===== src/rtl/pe_seq_pkg.sv =====
// Shared constants for the PE dot-product sequencer: PE register map,
// CTRL/STATUS bit positions and the sequencer state encoding.
package pe_seq_pkg;

  localparam logic [2:0] ADDR_A    = 3'd0;
  localparam logic [2:0] ADDR_B    = 3'd1;
  localparam logic [2:0] ADDR_CTRL = 3'd2;
  localparam logic [2:0] ADDR_THR  = 3'd3;
  localparam logic [2:0] ADDR_DATA = 3'd4;
  localparam logic [2:0] ADDR_BIT  = 3'd5;
  localparam logic [2:0] ADDR_ACC  = 3'd6;

  localparam int CTRL_START  = 0;
  localparam int CTRL_MODE   = 1;
  localparam int CTRL_CLR    = 2;
  localparam int CTRL_RELU   = 3;
  localparam int CTRL_BITSEL = 4;

  localparam int STATUS_VLD_BIT = 8;

  typedef enum logic [3:0] {
    S_IDLE,
    S_CFG,
    S_CLR,
    S_WAIT_OP,
    S_WR_A,
    S_WR_B,
    S_START,
    S_POLL,
    S_DRAIN,
    S_RD_D,
    S_RD_B,
    S_RESP
  } state_e;

  // CTRL register image; job config bits are common to CLR and START writes.
  function automatic logic [31:0] ctrl_word(input logic mode, input logic relu,
                                            input logic bitsel, input logic clr,
                                            input logic start);
    logic [31:0] w;
    w = 32'h0;
    w[CTRL_START]  = start;
    w[CTRL_MODE]   = mode;
    w[CTRL_CLR]    = clr;
    w[CTRL_RELU]   = relu;
    w[CTRL_BITSEL] = bitsel;
    return w;
  endfunction

endpackage


===== src/rtl/pe_dot_seq.sv =====
// Bus master that runs one dot-product job on the memory-mapped PE: program
// threshold, clear, stream A/B pairs with START/poll, then read the result.
module pe_dot_seq
  import pe_seq_pkg::*;
#(
  parameter int LEN_W   = 8,
  parameter int TIMEOUT = 64
) (
  input  logic             clk_i,
  input  logic             rst_ni,
  input  logic             job_valid_i,
  output logic             job_ready_o,
  input  logic [LEN_W-1:0] job_len_i,
  input  logic             cfg_mode_i,
  input  logic             cfg_relu_i,
  input  logic             cfg_bitsel_i,
  input  logic [23:0]      cfg_thresh_i,
  input  logic             op_valid_i,
  output logic             op_ready_o,
  input  logic [7:0]       op_a_i,
  input  logic [7:0]       op_b_i,
  output logic             res_valid_o,
  input  logic             res_ready_i,
  output logic [23:0]      res_data_o,
  output logic             res_bit_o,
  output logic             res_err_o,
  output logic             busy_o,
  output logic             pe_req_o,
  output logic [3:0]       pe_wen_o,
  output logic [2:0]       pe_addr_o,
  output logic [31:0]      pe_wdata_o,
  input  logic [31:0]      pe_rdata_i
);

  localparam int PCW = $clog2(TIMEOUT + 1);

  state_e           state_q;
  logic [LEN_W-1:0] rem_q;
  logic             mode_q;
  logic             relu_q;
  logic             bitsel_q;
  logic [23:0]      thr_q;
  logic [7:0]       a_q;
  logic [7:0]       b_q;
  logic [PCW-1:0]   poll_q;
  logic [23:0]      data_q;
  logic             bit_q;
  logic             err_q;
  logic             live_q;

  logic unused_rdata;
  assign unused_rdata = ^pe_rdata_i[31:24];

  // live_q keeps job_ready_o low while reset is held and for the first edge after.
  always_ff @(posedge clk_i or negedge rst_ni) begin
    if (!rst_ni) begin
      state_q  <= S_IDLE;
      rem_q    <= '0;
      mode_q   <= 1'b0;
      relu_q   <= 1'b0;
      bitsel_q <= 1'b0;
      thr_q    <= '0;
      a_q      <= '0;
      b_q      <= '0;
      poll_q   <= '0;
      data_q   <= '0;
      bit_q    <= 1'b0;
      err_q    <= 1'b0;
      live_q   <= 1'b0;
    end else begin
      live_q <= 1'b1;
      case (state_q)
        S_IDLE: begin
          if (job_valid_i && live_q) begin
            rem_q    <= job_len_i;
            mode_q   <= cfg_mode_i;
            relu_q   <= cfg_relu_i;
            bitsel_q <= cfg_bitsel_i;
            thr_q    <= cfg_thresh_i;
            data_q   <= '0;
            bit_q    <= 1'b0;
            err_q    <= 1'b0;
            state_q  <= S_CFG;
          end
        end
        S_CFG:   state_q <= S_CLR;
        S_CLR:   state_q <= (rem_q == '0) ? S_RD_D : S_WAIT_OP;
        S_WAIT_OP: begin
          if (op_valid_i) begin
            a_q     <= op_a_i;
            b_q     <= op_b_i;
            state_q <= S_WR_A;
          end
        end
        S_WR_A:  state_q <= S_WR_B;
        S_WR_B:  state_q <= S_START;
        S_START: begin
          poll_q  <= '0;
          state_q <= S_POLL;
        end
        S_POLL: begin
          // A valid status on the last allowed poll still counts as success.
          if (pe_rdata_i[STATUS_VLD_BIT]) begin
            rem_q   <= rem_q - LEN_W'(1);
            state_q <= (rem_q == LEN_W'(1)) ? S_RD_D : S_WAIT_OP;
          end else if (poll_q == PCW'(TIMEOUT - 1)) begin
            err_q   <= 1'b1;
            rem_q   <= rem_q - LEN_W'(1);
            state_q <= S_DRAIN;
          end else begin
            poll_q <= poll_q + PCW'(1);
          end
        end
        S_DRAIN: begin
          if (rem_q == '0) begin
            state_q <= S_RESP;
          end else if (op_valid_i) begin
            rem_q <= rem_q - LEN_W'(1);
            if (rem_q == LEN_W'(1)) state_q <= S_RESP;
          end
        end
        S_RD_D: begin
          data_q  <= pe_rdata_i[23:0];
          state_q <= S_RD_B;
        end
        S_RD_B: begin
          bit_q   <= pe_rdata_i[0];
          state_q <= S_RESP;
        end
        S_RESP: begin
          if (res_ready_i) begin
            err_q   <= 1'b0;
            state_q <= S_IDLE;
          end
        end
        default: state_q <= S_IDLE;
      endcase
    end
  end

  // Bus fields decode from registered state only, so reset clears them at once.
  always_comb begin
    pe_req_o   = 1'b0;
    pe_wen_o   = 4'b0000;
    pe_addr_o  = 3'd0;
    pe_wdata_o = 32'h0;
    case (state_q)
      S_CFG: begin
        pe_req_o   = 1'b1;
        pe_wen_o   = 4'b0111;
        pe_addr_o  = ADDR_THR;
        pe_wdata_o = {8'h00, thr_q};
      end
      S_CLR: begin
        pe_req_o   = 1'b1;
        pe_wen_o   = 4'b0001;
        pe_addr_o  = ADDR_CTRL;
        pe_wdata_o = ctrl_word(mode_q, relu_q, bitsel_q, 1'b1, 1'b0);
      end
      S_WR_A: begin
        pe_req_o   = 1'b1;
        pe_wen_o   = 4'b0001;
        pe_addr_o  = ADDR_A;
        pe_wdata_o = {24'h0, a_q};
      end
      S_WR_B: begin
        pe_req_o   = 1'b1;
        pe_wen_o   = 4'b0001;
        pe_addr_o  = ADDR_B;
        pe_wdata_o = {24'h0, b_q};
      end
      S_START: begin
        pe_req_o   = 1'b1;
        pe_wen_o   = 4'b0001;
        pe_addr_o  = ADDR_CTRL;
        pe_wdata_o = ctrl_word(mode_q, relu_q, bitsel_q, 1'b0, 1'b1);
      end
      S_POLL: begin
        pe_req_o  = 1'b1;
        pe_addr_o = ADDR_CTRL;
      end
      S_RD_D: begin
        pe_req_o  = 1'b1;
        pe_addr_o = ADDR_DATA;
      end
      S_RD_B: begin
        pe_req_o  = 1'b1;
        pe_addr_o = ADDR_BIT;
      end
      default: ;
    endcase
  end

  // DRAIN only takes pairs that still belong to the aborted job.
  assign op_ready_o  = (state_q == S_WAIT_OP) || ((state_q == S_DRAIN) && (rem_q != '0));
  assign job_ready_o = (state_q == S_IDLE) && live_q;
  assign busy_o      = (state_q != S_IDLE);
  assign res_valid_o = (state_q == S_RESP);
  assign res_data_o  = data_q;
  assign res_bit_o   = bit_q;
  assign res_err_o   = err_q;

endmodule


===== config.mk =====
export PLATFORM = sky130hd
export DESIGN_NAME = pe_dot_seq
export DESIGN_NICKNAME = d
export VERILOG_FILES = /design/src/rtl/pe_seq_pkg.sv /design/src/rtl/pe_dot_seq.sv
export SDC_FILE = /design/constraint.sdc
export NUM_CORES = 1
export LEC_CHECK = 0
export CAP_MARGIN = 30
export CORE_ASPECT_RATIO = 0.9
export CORE_MARGIN = 4
export CORE_UTILIZATION = 38
export CTS_CLUSTER_SIZE = 24
export DETAILED_ROUTE_END_ITERATION = 12
export PLACE_DENSITY = 0.71
export SLEW_MARGIN = 20
export SYNTH_ARGS = -nofsm -noshare
export SYNTH_HDL_FRONTEND = slang
export SYNTH_SLANG_ARGS = --single-unit

===== constraint.sdc =====
create_clock -name clk_i -period 4.4 [get_ports clk_i]
set_input_delay 0.88 -clock clk_i [delete_from_list [all_inputs] [get_ports clk_i]]
set_output_delay 0.88 -clock clk_i [all_outputs]
set_load 0.005 [all_outputs]

* Word level (Yosys, flattened, before mapping) *
Cells that the tools add are included.

word-level totals
  bits of input ports = 88
  register bits after elaboration = 89
  logic and storage cells = 95
  output and inout port bits = 70

cells by class
  add/sub/neg operators = 2
  muxes and demuxes = 32
  reduce and logical (&&, ||, !) cells = 24
  equal/unequal tests = 24

operator list
  kind                                               count
  case mux 24 bit (5 select lines)                   1
  case mux 24 bit (2 select lines)                   1
  case mux 4 bit (12 select lines)                   1
  two-way mux 4 bit                                  10
  two-way mux 8 bit                                  5
  two-way mux 24 bit                                 1
  case mux 8 bit (3 select lines)                    1
  == test 4 x 3 -> 1 bit (second input constant)     4
  == test 4 bit (second input constant)              4
  case mux 3 bit (5 select lines)                    1
  two-way mux 7 bit                                  2
  != test 2 bit (second input constant)              7
  case mux 7 bit (2 select lines)                    1
  AND reduction 5 bit                                2
  != test 3 bit (second input constant)              3
  == test 4 x 2 -> 1 bit (second input constant)     2
  == test 8 x 1 -> 1 bit (second input constant)     1
  logical NOT 8 bit                                  1
  AND reduction 2 bit                                4
  nonzero test 8 bit                                 1
  OR reduction 8 bit                                 1
  subtractor 8 x 1 -> 8 bit (second input constant)  1
  adder 7 x 1 -> 7 bit (second input constant)       1
  == test 7 x 6 -> 1 bit (second input constant)     1
  16 further kinds                                   25

* Depth between registers and ports, before layout *
  depth after elaboration = 5
  mapped depth = 8
  depth with buffers taken out = 7

* Least setup slack after synthesis *
OpenSTA, ideal clock, no wires.

  path kind = flip-flop to output port
  start point = register state_q[1]
  end point = output port pe_wdata_o[1]
  cell stages (with the launch flop) = 6
  required time = 3.520 ns
  slack = 2.001 ns
  path buffers = 0
  data arrival time = 1.519 ns
  cells stage by stage = dfrtp_1 > inv_1 > nand2_1 > nor3_1 > a22oi_1 > o21ai_0

between the ends
  cells in the longest elaborated chain, start to end = 2
  elaborated cells between the ends (all ways) = 6
  classes of those cells = eq/ne (5); mux (1)

ends and longest elaborated chain
  element                                         RTL line           RTL
  from (decl)                                     pe_dot_seq.sv:37   state_e state_q;
  from (signal assigned)                          pe_dot_seq.sv:87   S_CLR: state_q <= (rem_q == '0) ? S_RD_D : S_WAIT_OP;
  from (signal assigned)                          pe_dot_seq.sv:105  state_q <= (rem_q == LEN_W'(1)) ? S_RD_D : S_WAIT_OP;
  == test 4 x 3 -> 1 bit (tied with other cells)  pe_dot_seq.sv:147  case (state_q)
  case mux 24 bit (5 select lines) *              pe_dot_seq.sv:147
  to (decl)                                       pe_dot_seq.sv:31   output logic [31:0] pe_wdata_o,

Every way passes the cells marked *; elsewhere a longest branch is shown, timed or not.

* Worst setup path in the final report *
  start point = register rem_q[2]
  end point = output port op_ready_o

between the ends
  cells in the longest elaborated chain, start to end = 3

ends and longest elaborated chain
  element                 RTL line           RTL
  from (decl)             pe_dot_seq.sv:38   logic [LEN_W-1:0] rem_q;
  from (signal assigned)  pe_dot_seq.sv:75   rem_q <= job_len_i;
  from (signal assigned)  pe_dot_seq.sv:104  rem_q <= rem_q - LEN_W'(1);
  from (signal assigned)  pe_dot_seq.sv:108  rem_q <= rem_q - LEN_W'(1);
  nonzero test 8 bit      pe_dot_seq.sv:195  assign op_ready_o = (state_q == S_WAIT_OP) || ((state_q == S_DRAIN) && (rem_q != '0));
  logical AND 1 bit       pe_dot_seq.sv:195
  logical OR 1 bit        pe_dot_seq.sv:195
  to (decl)               pe_dot_seq.sv:19   output logic op_ready_o,

No other way between the ends.

==> Implementation_results.wiki <==
{| class="wikitable"
! Metric !! Value
|-
| Outcome || finished clean
|-
| Setup crit end kind || output port
|-
| Highest-delay cell along the critical path || sky130_fd_sc_hd__nor4_1
|-
| Worst hold path class || flop to flop
|-
| Net count reported at finish || 660
|-
| CP Launch Point || rem_q[2]
|-
| Final worst clock skew || 0.006602 ns
|-
| Detailed-route wire length || 12040 um
|-
| Flop-to-flop setup slack || 1.42 ns
|-
| Leading register cell type out of synthesis || sky130_fd_sc_hd__dfrtp_1
|-
| First-pass iteration count of the detailed router || 4
|-
| Final antenna diode count || 0
|-
| Share of synthesized area occupied by flip-flops and latches || 50.41%
|-
| Initial core utilization || 38.79%
|-
| Peak VDD IR || 288.5 uV
|-
| Average detailed-routed wire length per instance || 16.51 um
|-
| Worst flop-to-flop path endpoint || rem_q[6]
|-
| Most frequent cells in the layout || 139 x sky130_fd_sc_hd__clkdlybuf4s50_1, 89 x sky130_fd_sc_hd__dfrtp_1, 69 x sky130_fd_sc_hd__nand2_1, 43 x sky130_fd_sc_hd__mux2_2, 38 x sky130_fd_sc_hd__o21ai_0
|-
| Largest family of logic cells by synthesized area || simple AND/OR/NAND/NOR gates
|-
| Cells along the critical path || or4_4 -> nor4_1 -> o21ai_2 -> clkdlybuf4s50_1
|-
| Number of buffers inserted by hold repair at cts || 0
|-
| Gate count of the mapped netlist || 436
|-
| P_leak || 2.616 nW
|-
| Buffer cell driving the clock tree root || sky130_fd_sc_hd__clkbuf_16
|-
| Row count || 37
|-
| Die H || 110.3 um
|-
| RSZ-0062 raised after global routing || no
|-
| Pwr per Cell Area || 621.1 mW/mm2
|-
| Number of register bits inferred by synthesis || 89
|-
| DR vias || 3763
|-
| Critical path data required time || 3.52 ns
|-
| Clock slew seen by the registers of the worst setup and hold paths || 0.06 ns
|-
| Fraction of the mapped netlist area in compound gates || 14.61%
|-
| Post-route DRC violation count || 0
|-
| Combined global-route utilization of all metal layers || 18.92%
|-
| Area share of and/or/nand/nor cells after synthesis || 15.94%
|-
| Initial antenna violation count || 0
|-
| Crit path launch type || flop
|-
| Floorplan core area || 0.01139 mm2
|-
| HPWL after detailed placement || 8724 um
|-
| Sink count of the clock tree || 89
|-
| Total CTS buffers || 9
|-
| Final critical delay including setup and external delays || 3.502 ns
|-
| Via count of the first global-routing pass || 3962
|-
| Buffers on Ports || 140
|-
| Mean instance size in the synthesized netlist || 10.13 um2
|-
| Number of enable flip-flop cells after synthesis || 0
|-
| Capture point of the worst path || op_ready_o
|-
| TritonCTS clock tree || yes
|-
| Post-synthesis share of cell area spent on full adders, half adders and majority gates || 1.133%
|-
| Pin count of the biggest net entering global routing || 59
|-
| Maximum buffer depth of the clock tree || 2
|-
| Critical register-to-register path startpoint || state_q[3]
|-
| Cts repair resizes || 0
|-
| Synth unique cells || 55
|-
| Classification of the worst setup path || flop to output port
|-
| Setup Fix Bufs, Post-CTS || 0
|-
| Commonest non-fill, non-tap cell in the layout || sky130_fd_sc_hd__clkdlybuf4s50_1
|-
| Yosys warns || 0
|-
| Overflow left after global routing || 0
|-
| Skew-Pair Late Insertion Delay || 0.34 ns
|-
| Slew at the pin with the worst max-slew slack || 0.8932 ns
|-
| Area overhead of the layout relative to synthesis || 41.46%
|-
| Max Cap Viol || 0
|-
| Fillers || 1045
|-
| Post-synthesis cell area || 0.004418 mm2
|-
| Delay of the slowest cell on the worst path || 0.67 ns
|-
| CP Max Fanout || 5
|-
| Total power || 3.882 mW
|-
| Via-to-Cell Ratio || 5.162
|-
| Ratio of final minimum period to clock period || 79.59%
|-
| DRC violation total after the first TritonRoute iteration || 316
|-
| Relative max-transition margin || 40.45%
|-
| CTS H-tree lvls || 3
|-
| Die Area || 0.01342 mm2
|-
| Remaining antenna violation count || 0
|-
| Final count of hold timing violations || 0
|-
| Weighted congestion reported at the end of routability-driven placement || 0.8135
|-
| First-pass GRT wire length || 20050 um
|-
| I/O Pins || 158
|-
| Setup violations, final || 0
|-
| Xor and xnor area share after synthesis || 0.9912%
|-
| Horizontal die dimension || 121.7 um
|-
| Share of synthesized flip-flops with an asynchronous set or reset || 100.0%
|-
| Number of cells on the worst reg-to-reg path || 5
|-
| Max-slew violations || 0
|-
| Fraction of final layout cells with drive strength greater than 1 || 14.31%
|-
| Arrival time of data at the critical path endpoint || 2.62 ns
|-
| Setup TNS || 0 ns
|-
| Post-synthesis mux area share || 11.53%
|-
| Achievable clock frequency || 285.6 MHz
|}
==> kinds of logic after synthesis <==
group           after synthesis
simple gates                146
compound gates               99
flops                        89
buf+inv                      46
mux                          45
xor+xnor                      5
fa+ha+maj                     4
other cells                   2
==> layer usage <==
metal | global-route usage (%) | share of wire, %
met2 | 31.44 | 48
met5 | 0 | 0
met1 | 23.04 | 41
met3 | 7.245 | 9.2
met4 | 5.600 | 1.4
==> worst max-delay path, delay by kind of cell (launching register included) <==
kind / cells / cell delay [ns]
compound gates: 1 / 0.14
buf+inv: 1 / 0.48
flops: 1 / 0.43
simple gates: 2 / 1.24
==> report_power, final <==
group	total (mW)	switching [mW]	internal, mW
sequential	1.45	0.280	1.17
combinational	1.61	0.708	0.905
clock	0.821	0.309	0.512
==> cells in the mapped netlist (2+ instances only) <==
cell type | count | area [um2]
sky130_fd_sc_hd__dfrtp_1 | 89 | 2227
sky130_fd_sc_hd__nand2_1 | 69 | 259.0
sky130_fd_sc_hd__mux2_2 | 43 | 484.2
sky130_fd_sc_hd__o21ai_0 | 38 | 190.2
sky130_fd_sc_hd__clkbuf_1 | 20 | 75.07
sky130_fd_sc_hd__and3_1 | 18 | 112.6
sky130_fd_sc_hd__nor2_1 | 17 | 63.81
sky130_fd_sc_hd__a21oi_1 | 14 | 70.07
sky130_fd_sc_hd__buf_4 | 10 | 75.07
sky130_fd_sc_hd__inv_1 | 10 | 37.54
sky130_fd_sc_hd__nand3_1 | 10 | 50.05
sky130_fd_sc_hd__nor3_1 | 9 | 45.04
sky130_fd_sc_hd__a22oi_1 | 8 | 60.06
sky130_fd_sc_hd__a211oi_1 | 6 | 45.04
sky130_fd_sc_hd__xnor2_1 | 5 | 43.79
sky130_fd_sc_hd__buf_2 | 4 | 20.02
sky130_fd_sc_hd__ha_1 | 4 | 50.05
sky130_fd_sc_hd__o2bb2ai_1 | 4 | 35.03
sky130_fd_sc_hd__a21o_1 | 3 | 22.52
sky130_fd_sc_hd__a221o_1 | 3 | 30.03
sky130_fd_sc_hd__a31oi_1 | 3 | 18.77
sky130_fd_sc_hd__nand2b_1 | 3 | 18.77
sky130_fd_sc_hd__nor2b_1 | 3 | 18.77
sky130_fd_sc_hd__o211ai_1 | 3 | 22.52
sky130_fd_sc_hd__a32oi_1 | 2 | 17.52
sky130_fd_sc_hd__and2_1 | 2 | 12.51
sky130_fd_sc_hd__buf_6 | 2 | 22.52
sky130_fd_sc_hd__conb_1 | 2 | 7.510
sky130_fd_sc_hd__nand4_1 | 2 | 12.51
sky130_fd_sc_hd__nor4_1 | 2 | 12.51
sky130_fd_sc_hd__o31ai_1 | 2 | 15.01
sky130_fd_sc_hd__or4_4 | 2 | 22.52
sky130_fd_sc_hd__or4b_1 | 2 | 20.02
==> state kept, by name, indices dropped and copies added, names as in the netlist, 4 cells and up <==
register and flops:
a_q 8, b_q 8, poll_q 7, rem_q 8, res_data_o 24, state_q 4
thr_q 24
==> worst min path at each step <==
stage,from,end,cells past startpoint,slack (ns)
after global routing,thr_q[18],thr_q[18],1,0.51
after detailed placement,poll_q[6],poll_q[6],1,0.48
after CTS,poll_q[6],poll_q[6],1,0.50
after global placement,poll_q[6],poll_q[6],1,0.47
final,thr_q[18],thr_q[18],1,0.50
after floorplan,poll_q[6],poll_q[6],1,0.45
==> metrics by stage <==
step | area (um2) | utilization [%] | std cells | hold WS (ns) | worst slack, ns
2_1_floorplan | 4448 | - | 444 | 0.4502 | 2.001
4_1_cts | 6238 | 54.78 | 728 | 0.5023 | 0.8942
3_5_place_dp | 5917 | 51.96 | 712 | 0.4805 | 1.258
3_3_place_gp | 5917 | 51.96 | 712 | 0.4664 | 1.334
5_1_grt | 6250 | 54.88 | 729 | 0.5135 | 0.6327
6_report | 6250 | 54.88 | 729 | 0.5002 | 0.8981
==> final cells by class <==
class,count,area (um2),area share [%]
timing repair buffer,149,1470,23.52
tap,156,195.2,3.123
multi-input combinational,309,1998,31.97
inverter,10,37.54,0.6006
clock inverter,5,78.83,1.261
sequential,89,2227,35.64
clock buffer,11,242.7,3.884
No activity file was read; power rests on OpenSTA's default activity.
